### config.mk
export PLATFORM = sky130hd
export DESIGN_NAME = i2c_wb_cmd_sequencer_flat
export DESIGN_NICKNAME = d
export VERILOG_FILES = /design/src/rtl/i2c_wb_cmd_sequencer_if.sv /design/src/rtl/i2c_wb_cmd_sequencer.sv /design/src/flat_wrapper.sv
export SDC_FILE = /design/constraint.sdc
export NUM_CORES = 1
export LEC_CHECK = 0
export BUFFER_PORTS_ARGS = -buffer_cell sky130_fd_sc_hd__buf_2
export CAP_MARGIN = 20
export CORE_MARGIN = 3
export CORE_UTILIZATION = 45
export DETAILED_ROUTE_END_ITERATION = 6
export PLACE_DENSITY = 0.65
export SLEW_MARGIN = 20
export SYNTH_ARGS = -nofsm -noshare
export SYNTH_HDL_FRONTEND = slang
export SYNTH_SLANG_ARGS = --single-unit
export TNS_END_PERCENT = 100
### constraint.sdc
create_clock -name wb_clk_i -period 3 [get_ports wb_clk_i]
set_input_delay 0.75 -clock wb_clk_i [delete_from_list [all_inputs] [get_ports wb_clk_i]]
set_output_delay 0.75 -clock wb_clk_i [all_outputs]
set_load 0.02 [all_outputs]
### src/rtl/i2c_wb_cmd_sequencer_if.sv
// Request/response handshake plus Wishbone master bus of the I2C command sequencer.
interface i2c_wb_cmd_sequencer_if;
  logic       req_valid_i;
  logic       req_ready_o;
  logic       req_rnw_i;
  logic [6:0] req_dev_i;
  logic [7:0] req_reg_i;
  logic [7:0] req_wdata_i;
  logic       rsp_valid_o;
  logic [7:0] rsp_rdata_o;
  logic       rsp_nack_o;
  logic       rsp_al_o;
  logic       rsp_tmo_o;
  logic [2:0] wbm_adr_o;
  logic [7:0] wbm_dat_o;
  logic [7:0] wbm_dat_i;
  logic       wbm_we_o;
  logic       wbm_stb_o;
  logic       wbm_cyc_o;
  logic       wbm_ack_i;

  modport master (
    input  req_valid_i, req_rnw_i, req_dev_i, req_reg_i, req_wdata_i, wbm_dat_i, wbm_ack_i,
    output req_ready_o, rsp_valid_o, rsp_rdata_o, rsp_nack_o, rsp_al_o, rsp_tmo_o,
           wbm_adr_o, wbm_dat_o, wbm_we_o, wbm_stb_o, wbm_cyc_o
  );

  modport slave (
    output req_valid_i, req_rnw_i, req_dev_i, req_reg_i, req_wdata_i, wbm_dat_i, wbm_ack_i,
    input  req_ready_o, rsp_valid_o, rsp_rdata_o, rsp_nack_o, rsp_al_o, rsp_tmo_o,
           wbm_adr_o, wbm_dat_o, wbm_we_o, wbm_stb_o, wbm_cyc_o
  );
endinterface

### src/rtl/i2c_wb_cmd_sequencer.sv
// Turns single-byte I2C register read/write requests into txr/cr writes and sr/rxr polls
// on the Wishbone port of an I2C master core, returning data plus NACK/AL/timeout status.
module i2c_wb_cmd_sequencer #(
  parameter logic [15:0] POLL_TIMEOUT = 16'd50000,
  parameter int unsigned POLL_GAP     = 4
) (
  input logic               wb_clk_i,
  input logic               arst_ni,
  i2c_wb_cmd_sequencer_if.master bus
);
  typedef enum logic [3:0] {IDLE, TX, CMD, GAP, POLL, EVAL, RDRX, STOP_CMD, STOP_POLL, RESP} state_t;

  typedef struct packed {
    logic       rnw;
    logic [6:0] dev;
    logic [7:0] rg;
    logic [7:0] wdata;
  } req_t;

  localparam logic [2:0] ADR_TXR = 3'd3, ADR_CR = 3'd4;
  localparam logic [4:0] GAP_LIM = (POLL_GAP == 0) ? 5'd1 : 5'(POLL_GAP);

  state_t      state_q, state_n;
  logic [2:0]  step_q, step_n;
  logic [15:0] poll_q, poll_n;
  logic [3:0]  gap_q, gap_n;
  logic        bus_gap_q, in_stop_q, in_stop_n;
  req_t        req_q, req_n;
  logic [2:0]  sr_q, sr_n;  // {rxack, al, tip}
  logic [7:0]  rdata_q, rdata_n;
  logic        nack_q, nack_n, al_q, al_n, tmo_q, tmo_n;

  logic       access, stb, ack, we;
  logic [2:0] adr;
  logic [7:0] dat, tx_byte, cmd_byte;
  logic       ends_wr, sto_issued, last_step;

  always_comb begin
    case (step_q)
      3'd0:    tx_byte = {req_q.dev, 1'b0};
      3'd1:    tx_byte = req_q.rg;
      default: tx_byte = req_q.rnw ? {req_q.dev, 1'b1} : req_q.wdata;
    endcase
    case (step_q)
      3'd0:    cmd_byte = 8'h90;
      3'd1:    cmd_byte = 8'h10;
      3'd2:    cmd_byte = req_q.rnw ? 8'h90 : 8'h50;
      default: cmd_byte = 8'h68;
    endcase
  end

  assign ends_wr    = !(req_q.rnw && step_q == 3'd3);
  assign sto_issued = !req_q.rnw && step_q == 3'd2;
  assign last_step  = !req_q.rnw && step_q == 3'd2;

  // Bus fields come straight from state; one dead cycle after every ack keeps the slave's
  // cyc&stb&~ack handshake from re-triggering.
  always_comb begin
    access = 1'b0;
    we     = 1'b0;
    adr    = 3'd0;
    dat    = 8'd0;
    case (state_q)
      TX:        begin access = 1'b1; we = 1'b1; adr = ADR_TXR; dat = tx_byte;  end
      CMD:       begin access = 1'b1; we = 1'b1; adr = ADR_CR;  dat = cmd_byte; end
      STOP_CMD:  begin access = 1'b1; we = 1'b1; adr = ADR_CR;  dat = 8'h40;    end
      POLL:      begin access = 1'b1; adr = ADR_CR;  end
      STOP_POLL: begin access = 1'b1; adr = ADR_CR;  end
      RDRX:      begin access = 1'b1; adr = ADR_TXR; end
      default:   ;
    endcase
  end

  assign stb = access & ~bus_gap_q;
  assign ack = stb & bus.wbm_ack_i;

  assign bus.wbm_cyc_o   = stb;
  assign bus.wbm_stb_o   = stb;
  assign bus.wbm_we_o    = stb & we;
  assign bus.wbm_adr_o   = stb ? adr : 3'd0;
  assign bus.wbm_dat_o   = stb ? dat : 8'd0;
  assign bus.req_ready_o = (state_q == IDLE);
  assign bus.rsp_valid_o = (state_q == RESP);
  assign bus.rsp_rdata_o = rdata_q;
  assign bus.rsp_nack_o  = nack_q;
  assign bus.rsp_al_o    = al_q;
  assign bus.rsp_tmo_o   = tmo_q;

  always_comb begin
    state_n   = state_q;
    step_n    = step_q;
    poll_n    = poll_q;
    gap_n     = gap_q;
    in_stop_n = in_stop_q;
    req_n     = req_q;
    sr_n      = sr_q;
    rdata_n   = rdata_q;
    nack_n    = nack_q;
    al_n      = al_q;
    tmo_n     = tmo_q;
    case (state_q)
      IDLE: if (bus.req_valid_i) begin
        req_n     = '{rnw: bus.req_rnw_i, dev: bus.req_dev_i, rg: bus.req_reg_i, wdata: bus.req_wdata_i};
        step_n    = 3'd0;
        in_stop_n = 1'b0;
        rdata_n   = 8'd0;
        nack_n    = 1'b0;
        al_n      = 1'b0;
        tmo_n     = 1'b0;
        state_n   = TX;
      end
      TX:  if (ack) state_n = CMD;
      CMD: if (ack) begin poll_n = 16'd0; gap_n = 4'd0; state_n = GAP; end
      GAP: if ({1'b0, gap_q} + 5'd1 >= GAP_LIM) begin
        gap_n   = 4'd0;
        state_n = in_stop_q ? STOP_POLL : POLL;
      end else gap_n = gap_q + 4'd1;
      POLL: if (ack) begin
        sr_n    = {bus.wbm_dat_i[7], bus.wbm_dat_i[5], bus.wbm_dat_i[1]};
        poll_n  = poll_q + 16'd1;
        state_n = EVAL;
      end
      EVAL:
        if (sr_q[0]) begin
          if (poll_q >= POLL_TIMEOUT) begin tmo_n = 1'b1; state_n = STOP_CMD; end
          else state_n = GAP;
        end else if (sr_q[1]) begin
          al_n    = 1'b1;
          state_n = RESP;
        end else if (ends_wr && sr_q[2]) begin
          nack_n  = 1'b1;
          state_n = sto_issued ? RESP : STOP_CMD;
        end else if (last_step) state_n = RESP;
        else if (req_q.rnw && step_q == 3'd3) state_n = RDRX;
        else begin
          step_n  = step_q + 3'd1;
          // the NACK-read byte has no txr load, only a command
          state_n = (req_q.rnw && step_q == 3'd2) ? CMD : TX;
        end
      RDRX: if (ack) begin rdata_n = bus.wbm_dat_i; state_n = RESP; end
      STOP_CMD: if (ack) begin
        poll_n    = 16'd0;
        gap_n     = 4'd0;
        in_stop_n = 1'b1;
        state_n   = GAP;
      end
      STOP_POLL: if (ack) begin
        poll_n = poll_q + 16'd1;
        if (!bus.wbm_dat_i[6]) state_n = RESP;
        else if (poll_q + 16'd1 >= POLL_TIMEOUT) begin tmo_n = 1'b1; state_n = RESP; end
        else state_n = GAP;
      end
      RESP:    state_n = IDLE;
      default: state_n = IDLE;
    endcase
  end

  always_ff @(posedge wb_clk_i or negedge arst_ni) begin
    if (!arst_ni) begin
      state_q   <= IDLE;
      step_q    <= 3'd0;
      poll_q    <= 16'd0;
      gap_q     <= 4'd0;
      bus_gap_q <= 1'b0;
      in_stop_q <= 1'b0;
      req_q     <= '0;
      sr_q      <= 3'd0;
      rdata_q   <= 8'd0;
      nack_q    <= 1'b0;
      al_q      <= 1'b0;
      tmo_q     <= 1'b0;
    end else begin
      state_q   <= state_n;
      step_q    <= step_n;
      poll_q    <= poll_n;
      gap_q     <= gap_n;
      bus_gap_q <= ack;
      in_stop_q <= in_stop_n;
      req_q     <= req_n;
      sr_q      <= sr_n;
      rdata_q   <= rdata_n;
      nack_q    <= nack_n;
      al_q      <= al_n;
      tmo_q     <= tmo_n;
    end
  end
endmodule

### src/flat_wrapper.sv
// flat-port wrapper written by rule: the top's interface ports become plain ports
module i2c_wb_cmd_sequencer_flat 
#(
  parameter logic [15:0] POLL_TIMEOUT = 16'd50000,
  parameter int unsigned POLL_GAP     = 4
)
  (wb_clk_i, arst_ni, bus_req_valid_i, bus_req_rnw_i, bus_req_dev_i, bus_req_reg_i, bus_req_wdata_i, bus_wbm_dat_i, bus_wbm_ack_i, bus_req_ready_o, bus_rsp_valid_o, bus_rsp_rdata_o, bus_rsp_nack_o, bus_rsp_al_o, bus_rsp_tmo_o, bus_wbm_adr_o, bus_wbm_dat_o, bus_wbm_we_o, bus_wbm_stb_o, bus_wbm_cyc_o);
  i2c_wb_cmd_sequencer_if bus_i ();
  input logic wb_clk_i;
  input logic arst_ni;
  input wire logic [$bits(bus_i.req_valid_i)-1:0] bus_req_valid_i;
  input wire logic [$bits(bus_i.req_rnw_i)-1:0] bus_req_rnw_i;
  input wire logic [$bits(bus_i.req_dev_i)-1:0] bus_req_dev_i;
  input wire logic [$bits(bus_i.req_reg_i)-1:0] bus_req_reg_i;
  input wire logic [$bits(bus_i.req_wdata_i)-1:0] bus_req_wdata_i;
  input wire logic [$bits(bus_i.wbm_dat_i)-1:0] bus_wbm_dat_i;
  input wire logic [$bits(bus_i.wbm_ack_i)-1:0] bus_wbm_ack_i;
  output wire logic [$bits(bus_i.req_ready_o)-1:0] bus_req_ready_o;
  output wire logic [$bits(bus_i.rsp_valid_o)-1:0] bus_rsp_valid_o;
  output wire logic [$bits(bus_i.rsp_rdata_o)-1:0] bus_rsp_rdata_o;
  output wire logic [$bits(bus_i.rsp_nack_o)-1:0] bus_rsp_nack_o;
  output wire logic [$bits(bus_i.rsp_al_o)-1:0] bus_rsp_al_o;
  output wire logic [$bits(bus_i.rsp_tmo_o)-1:0] bus_rsp_tmo_o;
  output wire logic [$bits(bus_i.wbm_adr_o)-1:0] bus_wbm_adr_o;
  output wire logic [$bits(bus_i.wbm_dat_o)-1:0] bus_wbm_dat_o;
  output wire logic [$bits(bus_i.wbm_we_o)-1:0] bus_wbm_we_o;
  output wire logic [$bits(bus_i.wbm_stb_o)-1:0] bus_wbm_stb_o;
  output wire logic [$bits(bus_i.wbm_cyc_o)-1:0] bus_wbm_cyc_o;
  assign bus_i.req_valid_i = bus_req_valid_i;
  assign bus_i.req_rnw_i = bus_req_rnw_i;
  assign bus_i.req_dev_i = bus_req_dev_i;
  assign bus_i.req_reg_i = bus_req_reg_i;
  assign bus_i.req_wdata_i = bus_req_wdata_i;
  assign bus_i.wbm_dat_i = bus_wbm_dat_i;
  assign bus_i.wbm_ack_i = bus_wbm_ack_i;
  assign bus_req_ready_o = bus_i.req_ready_o;
  assign bus_rsp_valid_o = bus_i.rsp_valid_o;
  assign bus_rsp_rdata_o = bus_i.rsp_rdata_o;
  assign bus_rsp_nack_o = bus_i.rsp_nack_o;
  assign bus_rsp_al_o = bus_i.rsp_al_o;
  assign bus_rsp_tmo_o = bus_i.rsp_tmo_o;
  assign bus_wbm_adr_o = bus_i.wbm_adr_o;
  assign bus_wbm_dat_o = bus_i.wbm_dat_o;
  assign bus_wbm_we_o = bus_i.wbm_we_o;
  assign bus_wbm_stb_o = bus_i.wbm_stb_o;
  assign bus_wbm_cyc_o = bus_i.wbm_cyc_o;
  i2c_wb_cmd_sequencer #(.POLL_TIMEOUT(POLL_TIMEOUT), .POLL_GAP(POLL_GAP)) u_core (.wb_clk_i(wb_clk_i), .arst_ni(arst_ni), .bus(bus_i));
endmodule
==> Yosys cells after proc, flatten, opt, wreduce, memory -nomap -nowiden <==
Index checks and enable logic that the tools add are counted.
{ "word_totals": {"wordCells": 150, "in_bits": 36, "out_inout_bits": 27, "register_bits": 67} }
{ "op_classes": {"magnitude_cmp": 3, "reduce_logical": 31, "muxes": 61, "n_eq_ne": 32, "n_bitwise": 4, "n_addsub": 4} }
{ "ops": {"columns": ["operator", "count"], "rows": [
  ["two-way mux 4 bit", 18],
  ["one-hot mux 8 bit (3 select lines)", 2],
  ["two-way mux 8 bit", 5],
  ["greater-or-equal comparator 16 bit (second input constant)", 2],
  ["two-way mux 16 bit", 2],
  ["one-hot mux 16 bit (2 select lines)", 1],
  ["one-hot mux 4 bit (8 select lines)", 1],
  ["one-hot mux 8 bit (2 select lines)", 2],
  ["!= test 2 x 1 -> 1 bit (second input constant)", 13],
  ["two-way mux 3 bit", 8],
  ["AND reduction 7 bit", 3],
  ["adder 16 x 1 -> 16 bit (second input constant)", 1],
  ["equality test 4 x 3 -> 1 bit (second input constant)", 4],
  ["two-way mux 1 bit", 14],
  ["!= test 2 bit (second input constant)", 7],
  ["one-hot mux 3 bit (2 select lines)", 2],
  ["nonzero test 2 bit", 5],
  ["AND reduction 3 bit", 3],
  ["equality test 4 x 2 -> 1 bit (second input constant)", 2],
  ["equality test 4 bit (second input constant)", 2],
  ["one-hot mux 4 bit (2 select lines)", 1],
  ["equality test 3 x 2 -> 1 bit (second input constant)", 2],
  ["one-hot mux 1 bit (2 select lines)", 3],
  ["AND reduction 2 bit", 3],
  ["21 further kinds", 29]
]} }

==> Depth between registers and ports, before layout <==
{ "depth": {"word_depth": 9, "depth_mapped": 9, "mapped_depth_nobuf": 8} }

==> Worst setup path before layout <==
OpenSTA, ideal clock, no wires.
{ "synth_timing": {"path_type": "register to output", "from": "register u_core.state_q[0]", "to": "output port bus_wbm_dat_o[3]", "required_time_ps": 2250, "t_arrival_ps": 2128, "stages_incl_launch_ff": 7, "path_slack_ps": 122, "path_buffers": 2, "path_cell_list": "dfrtp_1 > buf_6 > clkbuf_1 > nand3_1 > a211oi_1 > nand2_1 > nor2_1"} }
{ "synth_between": {"elab_chain_len": 5, "elab_cells_between_ends": 11, "cone_classes": "eq/ne (6); mux (3); bitwise (1); reduce/logical (1)"} }
{ "synth_rtl": {"columns": ["item", "line_no", "source"], "rows": [
  ["start, declared", "i2c_wb_cmd_sequencer.sv:23", "state_t state_q, state_n;"],
  ["start signal, assigned", "i2c_wb_cmd_sequencer.sv:173", "state_q <= state_n;"],
  ["equality test 4 x 1 -> 1 bit, or another cell as far along", "i2c_wb_cmd_sequencer.sv:63", "case (state_q)"],
  ["OR reduction 6 bit (no source line)", null, null],
  ["two-way mux 1 bit", "i2c_wb_cmd_sequencer.sv:63", null],
  ["AND 1 bit", "i2c_wb_cmd_sequencer.sv:74", "assign stb = access & ~bus_gap_q;"],
  ["two-way mux 8 bit (*)", "i2c_wb_cmd_sequencer.sv:81", "assign bus.wbm_dat_o = stb ? dat : 8'd0;"],
  ["end, declared", "flat_wrapper.sv:25", "output wire logic [$bits(bus_i.wbm_dat_o)-1:0] bus_wbm_dat_o;"]
]} }
Every way passes the cells marked *; elsewhere a longest branch is shown, timed or not.

==> Final worst setup path <==
{ "layout_timing": {"from": "register u_core.step_q[1]", "to": "output port bus_wbm_dat_o[3]"} }
{ "layout_between": {"elab_chain_len": 4, "elab_cells_between_ends": 7, "cone_classes": "eq/ne (2); mux (4); reduce/logical (1)"} }
{ "layout_rtl": {"columns": ["item", "line_no", "source"], "rows": [
  ["start, declared", "i2c_wb_cmd_sequencer.sv:24", "logic [2:0] step_q, step_n;"],
  ["start signal, assigned", "i2c_wb_cmd_sequencer.sv:174", "step_q <= step_n;"],
  ["equality test 3 x 2 -> 1 bit, or another cell as far along", "i2c_wb_cmd_sequencer.sv:44", "case (step_q)"],
  ["one-hot mux 8 bit (3 select lines) / one-hot mux 8 bit (2 select lines) (equally long branches)", "i2c_wb_cmd_sequencer.sv:44, i2c_wb_cmd_sequencer.sv:39", null],
  ["one-hot mux 8 bit (3 select lines) (*)", "i2c_wb_cmd_sequencer.sv:63", null],
  ["two-way mux 8 bit (*)", "i2c_wb_cmd_sequencer.sv:81", null]
]} }
Marked as above.

==> metrics.csv <==
stage,metric,value,unit
routing,DRT iter0 DRCs,322,
placed_design,"worst slack, placed",233,ps
run,Max Cap Violations,0,
setup_path,CP Capture Point,bus_wbm_dat_o[3],
placed_design,dpl hpwl,7.02,mm
global_route,remaining global-route overflow,0,
finish,Final nets,561,
setup_path,Critical Path Max Stage Delay,400,ps
synth,Yosys reg bits,67,
clocking,clock tree sinks,67,
pwr,PwrDens,996,mW/mm2
global_route,Tot GR Track Use,20.3,%
timing,Final min period,2880,ps
setup_path,worst path arrival time,2130,ps
clocking,CTS buffer count,9,
timing,period utilization,96.0,%
floorplan,std cell rows,33,
clocking,clock transition at the registers of the reported paths,70,ps
pwr,Leakage,0.00217,uW
setup_path,CP max FO,4,
routing,WL per Instance,15.8,um
clocking,clk buf depth,2,
finish,fillers,778,
routing,routed via count,3581,
synth,Post-Syn Area,0.00394,mm2
synth,Post-synth EDFFs,0,
routing,ANT nets after route,0,
setup_path,"Cell Chain, Critical Path","inv_1, ha_4, nor2b_4, o2bb2ai_2, buf_4, a222oi_1, o21a_1, nor2_1, buf_2",
global_route,largest net degree at the start of global routing,28,
floorplan,die area,0.00992,mm2
clocking,clock latency on the worst-skew pair,340,ps
floorplan,die width,99.6,um
synth,library cells used by synthesis,58,
setup_path,Crit Reg-Reg Endpoint,u_core.bus.rsp_tmo_o,
timing,final hold violations,0,
setup_path,required time worst endpoint,2250,ps
routing,DRC Markers,0,
clocking,CTS tree,yes,
global_route,vias in the first global route,3294,
placed_design,RD Place Congestion,0.884,
finish,share of layout cells above drive strength 1,22.4,%
floorplan,Ports,63,
timing,max_slew headroom,57.7,%
setup_path,Setup CP Type,register to output pin,
synth,post-synthesis sequential area ratio,42.5,%
synth,syn avg cell area,8.65,um2
setup_path,Worst R2R Path Depth,7,
setup_path,crit path launch,u_core.step_q[1],
setup_path,R2R Setup Slk,430,ps
floorplan,DIE HEIGHT,99.6,um
clocking,CTS Root Cell,clkbuf_8,
status,outcome,"finished, final reports clean",
placed_design,placed cell count,608,
timing,max-slew violations,0,
synth,"Primary FF master, synth",dfrtp_1,
timing,slew of the pin with the lowest slew margin,630,ps
setup_path,crit path capture type,output pin,
setup_path,slowest CP cell,dfrtp_1,
synth,syn_nets,501,
routing,Via density,5.74,
timing,RSZ-0062 raised after global routing,true,
setup_path,Crit path buffers/inverters,3,
floorplan,Initial Util,47.0,%
floorplan,Core ar.,0.00838,mm2
timing,Clock Skew,9.40,ps
setup_path,"logic depth of the worst path, buffers included",9,
global_route,antenna violations before repair,0,
routing,Pre-antenna DRT Iters,5,
pwr,VDD IR max,0.466,mV
clocking,H-tree depth,3,
hold_path,Worst Hold Class,input pin to asynchronous set/reset pin,
setup_path,CP startpoint kind,register,
synth,YS warnings,0,
timing,final worst slack,119,ps
synth,"FFs w/ async S/R, synth",100,%
synth,largest cells by area after synthesis,"dfrtp_1 (43%), nand2_1 (9.3%), o21ai_0 (4.2%)",
timing,Final Setup Violations,0,
finish,# diodes,0,
finish,fin cells,624,
finish,Layout area overhead,15.3,%
setup_path,CP top delay family,compound AO/OA/AOI/OAI gates,
global_route,first-pass GRT wire length,16.1,mm
setup_path,RR Startpoint,u_core.poll_q[0],
synth,Mapped Cells,456,
placed_design,port bufs,62,
synth,Synth top area share,42.5,%
synth,leading area contributor after synthesis,dfrtp_1,
routing,total routed wirelength,9.89,mm
timing,f_max,347,MHz
==> synthesized netlist by cell type (all sizes together) (2+ instances only) <==
cell type  number
o21a            5
o21ai          34
and3            5
or3             2
o32a            2
nor3           10
ha              9
and4            2
a222oi          7
nand2b         11
and2            6
nor4b           2
mux2i           2
nand3b          2
nand3          14
o41ai           2
a211oi          5
nand4           4
clkbuf         16
nand2          98
mux2            4
nor4            3
o21bai          2
o32ai           5
a31oi           5
nor2b           6
a2bb2oi         3
inv            15
o31ai          15
dfrtp          67
nor3b           3
nor2           34
buf            15
a22o           11
a21oi          18
==> per-stage QoR <==
stage / hold slack (ps) / cell area [um2] / utilization (%) / setup TNS, ps / total power (uW)
final: 306 / 4550 / 54.2 / 0 / 4530
after global routing: 328 / 4550 / 54.2 / -66.0 / 4870
after CTS: 311 / 4500 / 53.6 / 0 / 4470
after detailed placement: 463 / 4330 / 51.7 / 0 / 3810
after global placement: 460 / 4330 / 51.7 / 0 / 3750
after floorplan: 445 / 3940 / - / 0 / 3160
==> logic make-up after synthesis <==
logic type	count (synthesis)	synth area share (%)
flip-flops	67	42.5
adder cells (fa/ha/maj)	9	2.86
buffers and inverters	46	5.78
AND/OR/NAND/NOR	203	24.6
multiplexers	6	1.65
AO/OA/AOI/OAI	124	22.4
XOR/XNOR	1	0.222
==> worst min path at each step <==
stage                      from                 to  depth (start not counted)
6_report                arst_ni  u_core.poll_q[13]                          1
5_1_grt                 arst_ni  u_core.poll_q[13]                          1
4_1_cts                 arst_ni  u_core.poll_q[13]                          1
3_5_place_dp    u_core.req_q[2]    u_core.req_q[2]                          2
3_3_place_gp    u_core.req_q[9]    u_core.req_q[9]                          2
2_1_floorplan  u_core.req_q[10]   u_core.req_q[10]                          2
==> repair_timing <==
item / in CTS / in global routing
endpoints found under the hold margin: 0 / 0
endpoints found under the setup margin: 5 / 11
gates resized for setup: 3 / 11
hold buffers: 0 / 0
pin swaps: 0 / 3
cloned: 0 / 0
setup buffers: 0 / 2
==> layout make-up <==
type | count | area (um2) | area share, %
multi-input combinational | 343 | 2080 | 45.7
tap | 105 | 131 | 2.89
inverter | 15 | 56.3 | 1.24
sequential | 67 | 1680 | 37.0
timing repair buffer | 80 | 449 | 9.88
clock buffer | 11 | 131 | 2.89
clock inverter | 3 | 17.5 | 0.385
==> cells in the final DEF (no fill, tap or decap), drive strengths merged, types with 3 or more instances in the layout <==
| master | netlist | final |
|---|---|---|
| and3 | 5 | 5 |
| a222oi | 7 | 7 |
| a211oi | 5 | 5 |
| ha | 9 | 9 |
| buf | 15 | 80 |
| o32ai | 5 | 5 |
| a2bb2oi | 3 | 3 |
| o21ai | 34 | 34 |
| inv | 15 | 15 |
| nor2b | 6 | 6 |
| nand4 | 4 | 4 |
| a21oi | 18 | 18 |
| clkbuf | 16 | 11 |
| dfrtp | 67 | 67 |
| and2 | 6 | 6 |
| nor3 | 10 | 10 |
| nor4 | 3 | 3 |
| o31ai | 15 | 15 |
| nand2b | 11 | 11 |
| nand3 | 14 | 14 |
| nor2 | 34 | 34 |
| o21a | 5 | 5 |
| a22o | 11 | 11 |
| nand2 | 98 | 98 |
| mux2 | 4 | 4 |
| nor3b | 3 | 3 |
| a31oi | 5 | 5 |
==> state kept, by name (all words and copies together) (netlist names) <==
name	cells
u_core.req_q	24
u_core.gap_q	4
u_core.in_stop_q	1
u_core.bus.rsp_nack_o	1
u_core.step_q	3
u_core.poll_q	16
u_core.bus.rsp_al_o	1
u_core.sr_q	3
u_core.bus.rsp_tmo_o	1
u_core.state_q	4
u_core.bus_gap_q	1
u_core.bus.rsp_rdata_o	8
==> metal layers <==
metal  global-route usage, %  up-vias  wire, um
li1                        -     1746         -
met1                    29.3     1693      4620
met2                    30.0      124      4500
met3                    3.30       18       556
met4                    8.82        0       210
met5                       0        -         0
==> power breakdown <==
group	switching (uW)	total, uW	internal (uW)
sequential	373	1600	1230
combinational	1330	2300	970
clock	335	624	289
total	2040	4530	2490
(Power assumes the default switching activity.)
